`src/rtl/seg7_pkg.sv`:
```
// seg7_pkg: shared definitions for the 7-segment scan controller.
//   SEG_BLANK : all segments off (active-low pattern)
//   HEX_SEG   : hex nibble -> active-low {g,f,e,d,c,b,a} pattern
//   state_t   : scan FSM states (BLANK gap / DRIVE digit)
package seg7_pkg;

  localparam logic [6:0] SEG_BLANK = 7'h7F;

  localparam logic [6:0] HEX_SEG [16] = '{
    7'h40, 7'h79, 7'h24, 7'h30, 7'h19, 7'h12, 7'h02, 7'h78,
    7'h00, 7'h10, 7'h08, 7'h03, 7'h46, 7'h21, 7'h06, 7'h0E
  };

  typedef enum logic {
    BLANK = 1'b0,
    DRIVE = 1'b1
  } state_t;

endpackage

```
`src/rtl/seg7_hex_decode.sv`:
```
// seg7_hex_decode: combinational hex-to-7-segment decoder.
// Ports:
//   nibble  in  4  hex value 0..F
//   seg     out 7  active-low segment pattern {g,f,e,d,c,b,a}
module seg7_hex_decode
  import seg7_pkg::*;
(
  input  logic [3:0] nibble,
  output logic [6:0] seg
);

  // Straight table lookup; the table lives in the package so it is shared.
  assign seg = HEX_SEG[nibble];

endmodule

```
`src/rtl/seg7_scan_ctrl.sv`:
```
// seg7_scan_ctrl: multiplexed common-anode 7-segment scan controller.
// Each digit slot is CLK_DIV cycles: BLANK_CYCLES with all anodes off
// (anti-ghosting), then the digit is driven. Host writes land in a pending
// register and are copied to the displayed (shadow) data only at the frame
// boundary, so a frame is never shown half old / half new.
// Ports:
//   clk         in   1             system clock
//   rst         in   1             synchronous reset, active-high
//   wr_valid    in   1             host write request
//   wr_ready    out  1             pending register free
//   wr_data     in   4*NUM_DIGITS  hex nibbles, digit k = wr_data[4k+3:4k]
//   wr_dp       in   NUM_DIGITS    decimal-point enables, bit k = digit k
//   an          out  NUM_DIGITS    anode enables, active-low (flopped)
//   seg         out  7             segments {g..a}, active-low (flopped)
//   dp          out  1             decimal point, active-low (flopped)
//   frame_done  out  1             one-cycle pulse in the last cycle of a frame
// Optional build macro:
//   SEG7_LEADING_ZERO_BLANK_EN  blank leading zero digits (digit 0 never blanked)
module seg7_scan_ctrl
  import seg7_pkg::*;
#(
  parameter int NUM_DIGITS   = 4,
  parameter int CLK_DIV      = 100000,
  parameter int BLANK_CYCLES = 2000
) (
  input  logic                    clk,
  input  logic                    rst,
  input  logic                    wr_valid,
  output logic                    wr_ready,
  input  logic [4*NUM_DIGITS-1:0] wr_data,
  input  logic [NUM_DIGITS-1:0]   wr_dp,
  output logic [NUM_DIGITS-1:0]   an,
  output logic [6:0]              seg,
  output logic                    dp,
  output logic                    frame_done
);

  localparam int CNT_W = (CLK_DIV > 1) ? $clog2(CLK_DIV) : 1;
  localparam int IDX_W = (NUM_DIGITS > 1) ? $clog2(NUM_DIGITS) : 1;
  localparam logic [CNT_W-1:0] CNT_LAST  = CNT_W'(CLK_DIV - 1);
  localparam logic [CNT_W-1:0] CNT_BLANK = CNT_W'(BLANK_CYCLES);
  localparam logic [IDX_W-1:0] IDX_LAST  = IDX_W'(NUM_DIGITS - 1);

  state_t                  state, state_nx;
  logic [CNT_W-1:0]        cnt, cnt_nx;
  logic [IDX_W-1:0]        idx, idx_nx;
  logic [4*NUM_DIGITS-1:0] shadow_data, pend_data;
  logic [NUM_DIGITS-1:0]   shadow_dp, pend_dp;
  logic                    pend_full;
  logic [NUM_DIGITS-1:0]   an_nx;
  logic [6:0]              seg_nx;
  logic                    dp_nx;
  logic                    frame_nx;
  logic                    cnt_wrap;
  logic                    boundary;
  logic [3:0]              cur_nibble;
  logic [6:0]              hex_seg;
  logic [6:0]              seg_drive;

  assign wr_ready   = ~pend_full;
  assign cnt_wrap   = (cnt == CNT_LAST);
  assign boundary   = cnt_wrap && (idx == IDX_LAST);
  assign cur_nibble = shadow_data[{idx, 2'b00} +: 4];

  seg7_hex_decode u_decode (
    .nibble (cur_nibble),
    .seg    (hex_seg)
  );

`ifdef SEG7_LEADING_ZERO_BLANK_EN
  logic [NUM_DIGITS-1:0] lead_blank;
  logic                  higher_blank;

  // Walk from the top digit down: a digit is a leading zero only while every
  // digit above it is also a leading zero. Digit 0 is never blanked.
  always_comb begin
    lead_blank   = '0;
    higher_blank = 1'b1;
    for (int k = NUM_DIGITS - 1; k > 0; k--) begin
      lead_blank[k] = higher_blank && (shadow_data[4*k +: 4] == 4'h0);
      higher_blank  = lead_blank[k];
    end
  end

  assign seg_drive = lead_blank[idx] ? SEG_BLANK : hex_seg;
`else
  assign seg_drive = hex_seg;
`endif

  // Next-state logic. The output flops are loaded with the values that belong
  // to the *next* counter position, so the pins line up exactly with the
  // slot counter: BLANK_CYCLES blank cycles, then the driven digit.
  // DRIVE always ends on a counter wrap, so idx is stable whenever the next
  // state is DRIVE and the current digit's data can be used directly.
  always_comb begin
    cnt_nx   = cnt_wrap ? '0 : cnt + CNT_W'(1);
    idx_nx   = idx;
    state_nx = state;
    an_nx    = '1;
    seg_nx   = SEG_BLANK;
    dp_nx    = 1'b1;

    if (cnt_wrap) begin
      idx_nx = (idx == IDX_LAST) ? '0 : idx + IDX_W'(1);
    end

    case (state)
      BLANK:   if (cnt_nx == CNT_BLANK) state_nx = DRIVE;
      DRIVE:   if (cnt_wrap)            state_nx = BLANK;
      default: state_nx = BLANK;
    endcase

    if (state_nx == DRIVE) begin
      for (int k = 0; k < NUM_DIGITS; k++) begin
        an_nx[k] = !(idx == IDX_W'(k));
      end
      seg_nx = seg_drive;
      dp_nx  = ~shadow_dp[idx];
    end

    frame_nx = (cnt_nx == CNT_LAST) && (idx_nx == IDX_LAST);
  end

  // State, counters, flopped outputs and the write handshake. A boundary
  // with a full pending register and an accept can never coincide (accept
  // needs the register empty), so a word accepted on a boundary waits a frame.
  always_ff @(posedge clk) begin
    if (rst) begin
      state       <= BLANK;
      cnt         <= '0;
      idx         <= '0;
      an          <= '1;
      seg         <= SEG_BLANK;
      dp          <= 1'b1;
      frame_done  <= 1'b0;
      shadow_data <= '0;
      shadow_dp   <= '0;
      pend_data   <= '0;
      pend_dp     <= '0;
      pend_full   <= 1'b0;
    end else begin
      state      <= state_nx;
      cnt        <= cnt_nx;
      idx        <= idx_nx;
      an         <= an_nx;
      seg        <= seg_nx;
      dp         <= dp_nx;
      frame_done <= frame_nx;

      if (boundary && pend_full) begin
        shadow_data <= pend_data;
        shadow_dp   <= pend_dp;
        pend_full   <= 1'b0;
      end else if (wr_valid && !pend_full) begin
        pend_data <= wr_data;
        pend_dp   <= wr_dp;
        pend_full <= 1'b1;
      end
    end
  end

endmodule

```
`config.mk`:
```
export PLATFORM = sky130hd
export DESIGN_NAME = seg7_scan_ctrl
export DESIGN_NICKNAME = d
export VERILOG_FILES = /design/src/rtl/seg7_pkg.sv /design/src/rtl/seg7_hex_decode.sv /design/src/rtl/seg7_scan_ctrl.sv
export SDC_FILE = /design/constraint.sdc
export NUM_CORES = 1
export LEC_CHECK = 0
export CAP_MARGIN = 20
export CORE_ASPECT_RATIO = 1.4
export CORE_MARGIN = 5
export CORE_UTILIZATION = 55
export CTS_CLUSTER_SIZE = 24
export DETAILED_ROUTE_END_ITERATION = 8
export PLACE_DENSITY = 0.78
export SYNTH_ARGS = -nofsm -noshare
export SYNTH_HDL_FRONTEND = slang
export SYNTH_SLANG_ARGS = --single-unit
```
`constraint.sdc`:
```
create_clock -name clk -period 2.88 [get_ports clk]
set_input_delay 0.576 -clock clk [delete_from_list [all_inputs] [get_ports clk]]
set_output_delay 0.576 -clock clk [all_outputs]
set_load 0.02 [all_outputs]
```
After elaboration in Yosys (flattened, before gate mapping):

Memory sizes are Yosys's and may differ from the RTL's. A register that Yosys moved wholly into a read port is not among the register bits.
Index checks and enable logic that the tools add are counted.

* register bits: 67
* bits in read-only memories: 112
* bits of input ports: 23
* memories kept: 1

* add/subtract/negate cells: 2
* $lt $le $gt $ge: 1
* eq/ne operators: 7
* shift-type cells: 1
* mux-type cells: 8
* bitwise operators: 6
* reduce and logical (&&, ||, !) cells: 13

Memory list
* (name not given): depth 16, bits a word 7, rd ports 1, clocked after memory_dff 1, wr ports 0, line seg7_hex_decode.sv:13 `assign seg = HEX_SEG[nibble];`

Operators by type and width (number)
* == test 17 bit (second input constant): 2
* adder 17 x 1 -> 17 bit (second input constant): 1
* == test 17 x 11 -> 1 bit (second input constant): 1
* two-way mux 17 bit: 1
* indexed part select 16 x 5 -> 4 bit: 1
* == test 2 bit (second input constant): 3
* logical NOT 1 bit: 5
* inverter 1 bit: 5
* inverter 4 -> 5 bit: 1
* logical AND 1 bit: 4
* two-way mux 2 bit: 2
* OR reduction 2 bit: 2
* < comparator 2 x 3 -> 1 bit (second input constant): 1
* two-way mux 1 bit: 3
* adder 2 x 1 -> 2 bit (second input constant): 1
* binary-select mux 1 bit (select 2 bit): 1
* == test 2 x 1 -> 1 bit (second input constant): 1
* logical NOT 2 bit: 1
* one-hot mux 1 bit (2 select lines): 1
* AND reduction 2 bit: 1

Longest topological paths before layout:

* word-level depth: 7
* gate-level depth with buffers: 8
* depth with buffers taken out: 7

By module:

From an unflattened synthesis, not the netlist that was laid out.

* cells, all modules: 419
* area total of the unflattened synthesis: 3468.3 µm²

By module, submodules not included
* seg7_scan_ctrl: instances 1, cells each 383, area an instance 3211.8 µm², seq. area each 1481.4 µm²
* seg7_hex_decode: instances 1, cells each 36, area an instance 256.5 µm², seq. area each 0.0 µm²

Least setup slack after synthesis:

No wires, ideal clock.

* kind: reg2reg
* start: register cnt[0]
* end: register an[0]
* setup time: 0.122 ns
* data arrival time: 2.185 ns
* required time: 2.758 ns
* path slack: 0.573 ns
* stages on the path, launching flop included: 9
* period minus slack after synthesis: 2.307 ns
* cell sequence: dfxtp_1 -> ha_1 -> nand4_4 -> or4_1 -> a22oi_2 -> nand4b_1 -> a211oi_2 -> buf_6 -> o21ai_2

* word-level cells in the longest chain between the ends: 7

RTL lines
* from (decl): line seg7_scan_ctrl.sv:45 `logic [CNT_W-1:0] cnt, cnt_nx;`
* from (signal assigned): line seg7_scan_ctrl.sv:143 `cnt <= cnt_nx;`
* adder 17 x 1 -> 17 bit or == test 17 bit (tied branches): line seg7_scan_ctrl.sv:96, seg7_scan_ctrl.sv:61
* two-way mux 17 bit: line seg7_scan_ctrl.sv:96 `cnt_nx = cnt_wrap ? '0 : cnt + CNT_W'(1);`
* == test 17 x 11 -> 1 bit: line seg7_scan_ctrl.sv:108 `BLANK: if (cnt_nx == CNT_BLANK) state_nx = DRIVE;`
* two-way mux 1 bit: line seg7_scan_ctrl.sv:108
* one-hot mux 1 bit (2 select lines) *: line seg7_scan_ctrl.sv:107 `case (state)`
* inverter 1 bit (no source line) *
* OR reduction 2 bit (no source line) *
* to (signal assigned): line seg7_scan_ctrl.sv:145 `an <= an_nx;`
* to (decl): line seg7_scan_ctrl.sv:32 `output logic [NUM_DIGITS-1:0] an,`

Every way passes the cells marked *; elsewhere a longest branch is shown, timed or not.
A chain may end at the register's enable or synchronous reset.

Final worst setup path:

Same ends and word-level chain as after synthesis.

==> impl_metrics.json <==
{
  "outcome": "complete, no violations",
  "drive_gt1_share_pct": 12.35,
  "critPathKind": "reg2reg",
  "fin_setup_tns_ns": 0,
  "post_cts_resized": 0,
  "synth-xor-area-share_pct": 3.220,
  "synth_top_family_by_area": "simple AND/OR/NAND/NOR gates",
  "crit_path_cell_trace": "ha_1 -> nand4_4 -> or4_1 -> a22oi_2 -> nand4b_1 -> a211oi_2 -> buf_4 -> o21ai_2",
  "gp_congestion": 0.9523,
  "dieArea_mm2": 0.007598,
  "finalHoldViolCount": 0,
  "start_kind": "register",
  "maxCapViolations": 0,
  "crit_fanout": 11,
  "synth-simple-area-share_pct": 24.65,
  "antenna_found_initial": 0,
  "end_kind": "register",
  "clock_latency_ns": 0.34,
  "first_pass_iters": 4,
  "setup_viol_count_final": 0,
  "pwr-share-seq_pct": 54.0,
  "muxShareOfSynthArea_pct": 4.753,
  "cts_buffer_depth": 2,
  "die_x_um": 75.11,
  "power_density_mw_per_mm2": 503.9,
  "p_sw_share_pct": 21.74,
  "tightest_slew_ns": 0.6357,
  "synth_commonest_cells": "nand2_1 (88), dfxtp_1 (74), a21oi_1 (50), nor2_1 (27), clkbuf_1 (13)",
  "area_delta_synth_final_pct": 19.13,
  "synthTopCellsByArea": "dfxtp_1 (45%), nand2_1 (10%), a21oi_1 (7.7%)",
  "synth_area_per_cell_um2": 8.568,
  "hold_path.class": "reg2reg",
  "ys_types": 46,
  "drc": 0,
  "synth_cells": 381,
  "finClkSkew_ns": 0.009509,
  "grt_pass1_vias": 2709,
  "hold_buffers": 0,
  "antenna_cells": 0,
  "rows": 33,
  "synth_compound_area_share_pct": 13.84,
  "syn_nets": 415,
  "wl_mm": 6.743,
  "routedWlPerCell_um": 13.73,
  "cts_tree": "done",
  "p_sw_mw": 0.4261,
  "cts_buffers": 9,
  "vias": 2663,
  "fmax_mhz": 385.6,
  "comb_power_share_pct": 4.8,
  "post-cts-setup-buffer-count": 0,
  "cp.required_ns": 3.08,
  "dpl_cell_area_mm2": 0.003685,
  "min_period_ns": 2.593,
  "max-slew-margin-rel_pct": 57.46,
  "via_per_inst": 5.424,
  "htree_levels": 3,
  "synth-seq-cells": 74,
  "whs_ns": 0.4509,
  "overflow": 0,
  "yosysTopAreaCell": "dfxtp_1",
  "peakVddDrop_uv": 378.8,
  "grt_pass1_wl_mm": 11.83,
  "grt.total_usage_pct": 19.92,
  "start_util_pct": 56.07,
  "die_height_um": 101.2,
  "numPortBuffers": 36,
  "cp_slowest_stage_delay_ns": 0.58,
  "crit_family": "simple AND/OR/NAND/NOR gates",
  "cts-root-buf": "clkbuf_8",
  "synth.most_common_cell": "nand2_1",
  "post-place-ws_ns": 0.3214,
  "rsz0062_at_grt": "no",
  "drt-initial-drc-count": 125,
  "fill_cells": 500,
  "syn_area_mm2": 0.003264,
  "leakage_nw": 1.361,
  "p_int_mw": 1.534,
  "yosysTopAreaCellShare_pct": 45.38,
  "fin_ws_ns": 0.2865,
  "clock_sinks": 74,
  "crit_buf_inv": 1,
  "cp_slowest_cell": "or4_1",
  "slew_viol_final": 0,
  "synth-seq-area-share_pct": 45.38,
  "async_flop_share_pct": 0,
  "synth-adder-area-share_pct": 4.216,
  "stdcell_area_mm2": 0.003889,
  "io_pins": 37,
  "grt_max_degree": 47,
  "synth_edf_count": 0,
  "core_mm2": 0.005822,
  "yosys_warnings": 0,
  "fin_nets": 450,
  "cp_data_arrival_time_ns": 2.80,
  "dp_hpwl_mm": 4.957,
  "ys.flop_type": "dfxtp_1",
  "p_clk_share_pct": 41.2,
  "clk_pin_slew_worst_paths_ns": 0.07,
  "ant_nets": 0,
  "period_share_pct": 90.05
}
==> layout make-up <==
class                   count  area, µm²  share of cell area [%]
repair buffers             44      420.4                   10.81
well taps                  70      87.58                   2.252
clock inverters             5      52.55                   1.351
multi-input cells         276       1654                   42.54
inverters                  11      41.29                   1.062
clock buffers              11      151.4                   3.893
flip-flops and latches     74       1481                   38.10
==> stage by stage <==
stage | std cells | utilization, % | total power, mW
final | 491 | 66.80 | 1.960
after global routing | 491 | 66.80 | 2.032
after CTS | 491 | 66.80 | 1.976
after detailed placement | 475 | 63.29 | 1.176
after global placement | 475 | 63.29 | 1.174
after floorplan | 381 | - | 1.129
==> kinds of logic after synthesis <==
kind of cell	Yosys count
and+or+nand+nor	170
buffers and inverters	31
muxes	9
DFF	74
AOI/OAI and AO/OA	74
xor gates and xnor gates	12
adders and majority gates	11
==> placed cells by master (no fill, tap or decap), types with 2 or more instances in the layout <==
cell             count
o31ai_1              2
mux4_2               5
nor2b_1              7
nor2_1              27
clkbuf_8            11
ha_1                11
mux2i_1              2
nor3_1               4
buf_4                8
or3_1                3
nand4_1              6
mux2_2               2
a21o_1               2
or4_1                4
o21ai_0              3
clkdlybuf4s50_1     36
xnor2_1              7
nor4_1               2
dfxtp_1             74
and2_1               2
or2_2                3
inv_1               11
nand3_1             10
clkinv_2             3
nor4_2               2
nand2_1             88
a21oi_1             50
xor2_1               5
a22oi_1              2
and3_1               2
o21ai_2             10
==> worst paths after layout <==
path,slack (ns),cells after the start,start,endpoint
max reg2reg,0.29,8,cnt[0]$_SDFF_PP0_,an[0]$_SDFF_PP1_
min,0.45,2,shadow_dp[0]$_SDFFE_PP0P_,shadow_dp[0]$_SDFFE_PP0P_
max,0.29,8,cnt[0]$_SDFF_PP0_,an[0]$_SDFF_PP1_
min reg2reg,0.45,2,shadow_dp[0]$_SDFFE_PP0P_,shadow_dp[0]$_SDFFE_PP0P_
==> per-layer routing <==
metal / global-route usage (%) / routed length (µm) / up-vias
met5: 0 / 0 / -
met4: 10.41 / 163 / 0
met3: 3.078 / 263 / 13
met2: 35.44 / 3645 / 54
met1: 22.22 / 2672 / 1239
li1: - / - / 1357
==> power by group through the flow <==
stage	logic (mW)	clock network, mW	registers, mW
2_1_floorplan	0.0534	0	1.08
3_3_place_gp	0.0938	0	1.08
3_5_place_dp	0.0951	0	1.08
4_1_cts	0.0956	0.824	1.06
5_1_grt	0.104	0.868	1.06
6_report	0.0943	0.808	1.06
==> worst register-to-register path, stage by stage (launching register included) <==
cell,delay (ns)
dfxtp_1,0.42
ha_1,0.28
nand4_4,0.19
or4_1,0.59
a22oi_2,0.20
nand4b_1,0.13
a211oi_2,0.32
buf_4,0.27
o21ai_2,0.07
==> flip-flops by register name, indices dropped and copies added (netlist names), 2 cells and up <==
register / flops
cnt: 17
pend_data: 16
shadow_data: 16
seg: 7
an: 4
pend_dp: 4
shadow_dp: 4
idx: 2
No activity file was read; power rests on OpenSTA's default activity.
